<file path="config.mk">
export PLATFORM = sky130hd
export DESIGN_NAME = sseg_scan_decoder
export DESIGN_NICKNAME = d
export VERILOG_FILES = /design/src/rtl/sseg_scan_decoder.sv
export SDC_FILE = /design/constraint.sdc
export NUM_CORES = 1
export LEC_CHECK = 0
export BUFFER_PORTS_ARGS = -buffer_cell sky130_fd_sc_hd__buf_2
export CORE_MARGIN = 10
export CORE_UTILIZATION = 54
export DETAILED_ROUTE_END_ITERATION = 6
export PLACE_DENSITY = 0.73
export SYNTH_ARGS = -nofsm -noshare
export SYNTH_HDL_FRONTEND = slang
export SYNTH_SLANG_ARGS = --single-unit
</file>
<file path="constraint.sdc">
create_clock -name clk -period 3.3 [get_ports clk]
set_input_delay 0.33 -clock clk [delete_from_list [all_inputs] [get_ports clk]]
set_output_delay 0.33 -clock clk [all_outputs]
set_load 0.05 [all_outputs]
</file>
<file path="src/rtl/sseg_scan_decoder.sv">
// Snoops a multiplexed active-low seven-segment bus and rebuilds a coherent
// four-digit frame (hex nibble, dp and illegal-pattern flag per digit).
module sseg_scan_decoder #(
  parameter int unsigned STABLE_CYCLES  = 3,
  parameter int unsigned TIMEOUT_CYCLES = 1024
) (
  input  logic        clk,
  input  logic        reset,
  input  logic [3:0]  an,
  input  logic [7:0]  sseg,
  output logic [15:0] hex_out,
  output logic [3:0]  dp_out,
  output logic [3:0]  bad_out,
  output logic        frame_strobe,
  output logic        scan_lost
);

  // state       | meaning
  // ST_IDLE     | no valid digit select; stability count cleared
  // ST_TRACK    | counting consecutive identical {s_an, s_sseg} samples
  // ST_CAPTURED | current sample already captured; wait for it to change
  typedef enum logic [1:0] {ST_IDLE, ST_TRACK, ST_CAPTURED} state_t;

  localparam logic [3:0]  STABLE_CMP  = 4'(STABLE_CYCLES);
  localparam logic [15:0] TIMEOUT_CMP = 16'(TIMEOUT_CYCLES);

  logic [3:0]  an_meta, s_an;
  logic [7:0]  sseg_meta, s_sseg;

  state_t      state_q, state_d;
  logic [11:0] held_q, held_d;
  logic [3:0]  stab_q, stab_d;
  logic [3:0]  run;
  logic        capture;

  logic        sel_valid;
  logic [1:0]  sel_idx;
  logic [3:0]  dec_val;
  logic        dec_bad;

  logic [15:0] slot_hex;
  logic [3:0]  slot_dp, slot_bad;
  logic [3:0]  seen_q, seen_d;

  logic [15:0] to_q, to_d;
  logic [1:0]  inv_q, inv_d;
  logic        lost_d, lost_rise, flush;

  // Idle bus is all ones, so the synchronizers reset to that.
  always_ff @(posedge clk or posedge reset) begin
    if (reset) begin
      an_meta   <= '1;
      s_an      <= '1;
      sseg_meta <= '1;
      s_sseg    <= '1;
    end else begin
      an_meta   <= an;
      s_an      <= an_meta;
      sseg_meta <= sseg;
      s_sseg    <= sseg_meta;
    end
  end

  always_comb begin
    sel_valid = 1'b0;
    sel_idx   = 2'd0;
    case (s_an)
      4'b1110: begin sel_valid = 1'b1; sel_idx = 2'd0; end
      4'b1101: begin sel_valid = 1'b1; sel_idx = 2'd1; end
      4'b1011: begin sel_valid = 1'b1; sel_idx = 2'd2; end
      4'b0111: begin sel_valid = 1'b1; sel_idx = 2'd3; end
      default: ;
    endcase
  end

  always_comb begin
    dec_val = 4'hF;
    dec_bad = 1'b0;
    case (s_sseg[6:0])
      7'h01: dec_val = 4'h0;
      7'h4F: dec_val = 4'h1;
      7'h12: dec_val = 4'h2;
      7'h06: dec_val = 4'h3;
      7'h4C: dec_val = 4'h4;
      7'h24: dec_val = 4'h5;
      7'h20: dec_val = 4'h6;
      7'h0F: dec_val = 4'h7;
      7'h00: dec_val = 4'h8;
      7'h04: dec_val = 4'h9;
      7'h08: dec_val = 4'hA;
      7'h60: dec_val = 4'hB;
      7'h31: dec_val = 4'hC;
      7'h42: dec_val = 4'hD;
      7'h30: dec_val = 4'hE;
      7'h38: dec_val = 4'hF;
      default: dec_bad = 1'b1;
    endcase
  end

  // run = length of the current identical-sample streak including this cycle
  always_comb begin
    state_d = state_q;
    held_d  = held_q;
    stab_d  = stab_q;
    capture = 1'b0;
    run     = 4'd1;
    if (state_q == ST_TRACK && {s_an, s_sseg} == held_q)
      run = (stab_q == 4'hF) ? 4'hF : stab_q + 4'd1;
    if (!sel_valid) begin
      state_d = ST_IDLE;
      stab_d  = 4'd0;
    end else if (state_q == ST_CAPTURED && {s_an, s_sseg} == held_q) begin
      state_d = ST_CAPTURED;
    end else begin
      held_d = {s_an, s_sseg};
      stab_d = run;
      if (run == STABLE_CMP) begin
        capture = 1'b1;
        state_d = ST_CAPTURED;
      end else begin
        state_d = ST_TRACK;
      end
    end
  end

  always_comb begin
    to_d  = capture ? 16'd0 : (to_q == TIMEOUT_CMP) ? to_q : to_q + 16'd1;
    inv_d = sel_valid ? 2'd0 : (inv_q == 2'd2) ? 2'd2 : inv_q + 2'd1;
    lost_d    = (to_d == TIMEOUT_CMP) || (inv_d == 2'd2);
    lost_rise = lost_d && !scan_lost;
    flush     = (seen_q == 4'hF) && !lost_rise;
    if (lost_rise) begin
      seen_d = 4'h0;
    end else begin
      seen_d = (seen_q == 4'hF) ? 4'h0 : seen_q;
      if (capture) seen_d[sel_idx] = 1'b1;
    end
  end

  assign scan_lost = (to_q == TIMEOUT_CMP) || (inv_q == 2'd2);

  always_ff @(posedge clk or posedge reset) begin
    if (reset) begin
      state_q      <= ST_IDLE;
      held_q       <= '1;
      stab_q       <= 4'd0;
      slot_hex     <= 16'h0;
      slot_dp      <= 4'h0;
      slot_bad     <= 4'h0;
      seen_q       <= 4'h0;
      to_q         <= 16'd0;
      inv_q        <= 2'd0;
      hex_out      <= 16'h0;
      dp_out       <= 4'h0;
      bad_out      <= 4'h0;
      frame_strobe <= 1'b0;
    end else begin
      state_q <= state_d;
      held_q  <= held_d;
      stab_q  <= stab_d;
      seen_q  <= seen_d;
      to_q    <= to_d;
      inv_q   <= inv_d;
      if (capture) begin
        slot_hex[{sel_idx, 2'b00} +: 4] <= dec_val;
        slot_dp[sel_idx]                <= s_sseg[7];
        slot_bad[sel_idx]               <= dec_bad;
      end
      frame_strobe <= flush;
      if (flush) begin
        hex_out <= slot_hex;
        dp_out  <= slot_dp;
        bad_out <= slot_bad;
      end
    end
  end

endmodule

</file>
==> qor.yml <==
setup_path:
  cp-end-kind: "register"
  cp-start-kind: "register"
  worstPathRequired_ps: 3690
  critPathArrivalTime_ps: 3490
  critical_path_class: "reg2reg"
  worst-path-max-fanout: 25
logic_synthesis:
  synth_top_area_frac: 0.352
  ys_warn_count: 0
  async_flop_share: 1.00
  ys_types: 61
  synth.area.top_cells: "dfrtp_1 35%, dfstp_2 17%, mux2_4 5.2%, mux2_2 5.1%, xor2_1 3.2%"
  synth_edf_count: 0
  synthesis.area_mm2: 0.00547
  yosys_register_bits: 113
  syn_avg_cell_area_um2: 11.5
  synth_ff_type: "dfrtp_1"
  synthCells: 476
  synth_fp_nets: 500
  ys_seq_area_frac: 0.525
  synth_top_cell_by_area: "dfrtp_1"
floorplan:
  die_area_mm2: 0.0146
  die_w_um: 121
  start_util: 0.557
  num_rows: 36
  core_mm2: 0.00982
  die-height_um: 121
  pin_count: 40
finish:
  diodes: 0
  finalNetCount: 549
  final_cells: 671
  synthToLayoutAreaGrowth_pct: 19.0
  drive_gt1_frac: 0.316
  fin_util: 0.663
pwr:
  p_leak_nw: 2.93
  power_switching_mw: 0.953
  ir_drop_mv: 0.429
  combPwrFrac: 0.090
  p_int_mw: 2.87
  p_sw_frac: 0.249
  power_frac_clock: 0.492
  powerDensity_mw_per_mm2: 587
  seqPwrFrac: 0.419
placed_design:
  io_buffers: 39
  dp_hpwl_um: 7170
  dpl_worst_slack_ps: 152
  routabilityCongestion: 0.834
  dp.cells: 626
sta:
  setup_viol: 0
  drv_slew: 0
  clock_skew_ps: 17.9
  tightest_slew_ps: 1040
  hold_ws_ps: 352
  fin_tns_setup_ps: 0
  min_period_ps: 3100
  rsz0062_at_grt: "false"
  slew_headroom: 0.301
  fin_crit_sh: 0.941
  fmax_mhz: 322
  layout_setup_ws_ps: 196
  hold_violations: 0
drt:
  drc: 0
  viasPerCell: 5.60
  num_vias: 3756
  wl_per_cell_um: 16.0
  routed_wl_um: 10700
  drtIter0Drc: 274
  route.antenna.remaining_nets: 0
  dr.pass1.iters: 5
cts:
  clock_sinks: 113
  clk_pin_slew_ps: 60
  cts-root-buf: "clkbuf_8"
  cts_made_buffers: 17
  clk_path_buf_depth: 2
  clk_latency_ps: 510
  post_cts_buffers: 0
  h-tree-depth: 4
  cts_tree: "built"
global_route:
  gr-total-overflow: 0
  grt_max_degree: 65
  antenna_found_initial: 0
  grt_usage: 0.154
  grt_pass1_wl_um: 18400
  grt_pass1_vias: 3815
outcome:
  status: "complete, no violations"
hold_path:
  min_path_type: "reg2reg"
job:
  drv_cap: 0
## layout make-up
class	count	area, um^2
Sequential cell	113	2870
Fill cell	725	3310
Tap cell	133	166
Timing Repair Buffer	58	395
Inverter	8	32.5
Clock inverter	15	208
Multi-Input combinational cell	327	2420
Clock buffer	17	414
## metrics by stage
stage                     cell area [um^2]  power (mW)
after global placement                5760        1.94
after CTS                             6510        3.87
after global routing                  6510        4.00
final                                 6510        3.83
after detailed placement              5760        1.96
after floorplan                       5470        1.87
## state kept, by name (all words and copies together) (netlist names), 8 cells and up
name       count
hex_out       16
slot_hex      16
to_q          16
held_q        12
s_sseg         8
sseg_meta      8
## power groups by stage
| stage | combinational [mW] | clock, mW | sequential, mW |
|---|---|---|---|
| finish | 0.344 | 1.88 | 1.60 |
| global route | 0.390 | 1.99 | 1.62 |
| CTS | 0.350 | 1.92 | 1.60 |
| detailed placement | 0.335 | 0 | 1.62 |
| global placement | 0.320 | 0 | 1.62 |
| floorplan | 0.298 | 0 | 1.57 |
## final timing paths
kind | start | end | slack [ps] | cells past startpoint
min in group asynchronous | reset | to_q[5]$_DFF_PP0_ | 460 | 3
max in group asynchronous | reset | held_q[7]$_DFFE_PP1P_ | 2060 | 4
hold reg to reg | sseg_meta[0]$_DFF_PP1_ | s_sseg[0]$_DFF_PP1_ | 350 | 0
setup / recovery | to_q[1]$_DFF_PP0_ | bad_out[2]$_DFFE_PP0P_ | 200 | 9
hold / removal | sseg_meta[0]$_DFF_PP1_ | s_sseg[0]$_DFF_PP1_ | 350 | 0
setup reg to reg | to_q[1]$_DFF_PP0_ | bad_out[2]$_DFFE_PP0P_ | 200 | 9
## Yosys cell counts, drive strengths merged, types with 3 or more instances
cell type and n:
a21o 5, a21oi 12, a22o 12, a22oi 3, and2 4, and3 10, buf 9, clkbuf 19
dfrtp 77, dfstp 36, ha 10, inv 8, mux2 44, nand2 31, nand2b 6, nand3 11
nand3b 7, nand4 11, nor2 44, nor2b 4, nor3 16, nor3b 6, nor4 15, nor4b 4
o21ai 9, xnor2 13, xor2 20
## layout by cell type, fill, tap and decap left out, types with 14 or more instances in the layout
cell type,netlist,final
nand2_1,30,30
nor3_1,15,15
mux2_4,19,19
nor4_1,14,14
dfstp_2,36,36
mux2_2,25,25
dfrtp_1,77,77
xor2_1,20,20
nor2_1,44,44
clkbuf_16,0,16
buf_2,5,39
## critical path: stages (launching register included)
cell and delay [ps]:
dfrtp_1 430, ha_2 280, nand3_4 150, nor4_4 340, mux2i_1 110, or4_1 490
or4_1 440, and3b_1 240, buf_12 180, mux2_4 310
## timing repair
action | 4_1_cts | 5_1_grt
hold buffers | 13 | 0
endpoints found under the setup margin | 0 | 24
gates resized for setup | 0 | 1
endpoints found under the hold margin | 28 | 0
## layer usage
layer,track usage,vias to the layer above,share of wire
met5,0,-,0
met4,0.0596,0,0.0055
met3,0.0423,4,0.038
met2,0.246,84,0.50
met1,0.196,1857,0.46
li1,-,1811,-
## logic make-up (layout without fill, tap and decap cells)
| kind of cell | after synthesis | count (layout) | synth area share |
|---|---|---|---|
| AND/OR/NAND/NOR | 181 | 181 | 0.185 |
| flip-flops | 113 | 113 | 0.525 |
| AO/OA/AOI/OAI | 57 | 57 | 0.0734 |
| multiplexers | 46 | 46 | 0.107 |
| buffers and inverters | 36 | 98 | 0.0334 |
| XOR/XNOR | 33 | 33 | 0.0528 |
| adder cells (fa/ha/maj) | 10 | 10 | 0.0229 |
No activity file was read; power rests on OpenSTA's default activity.
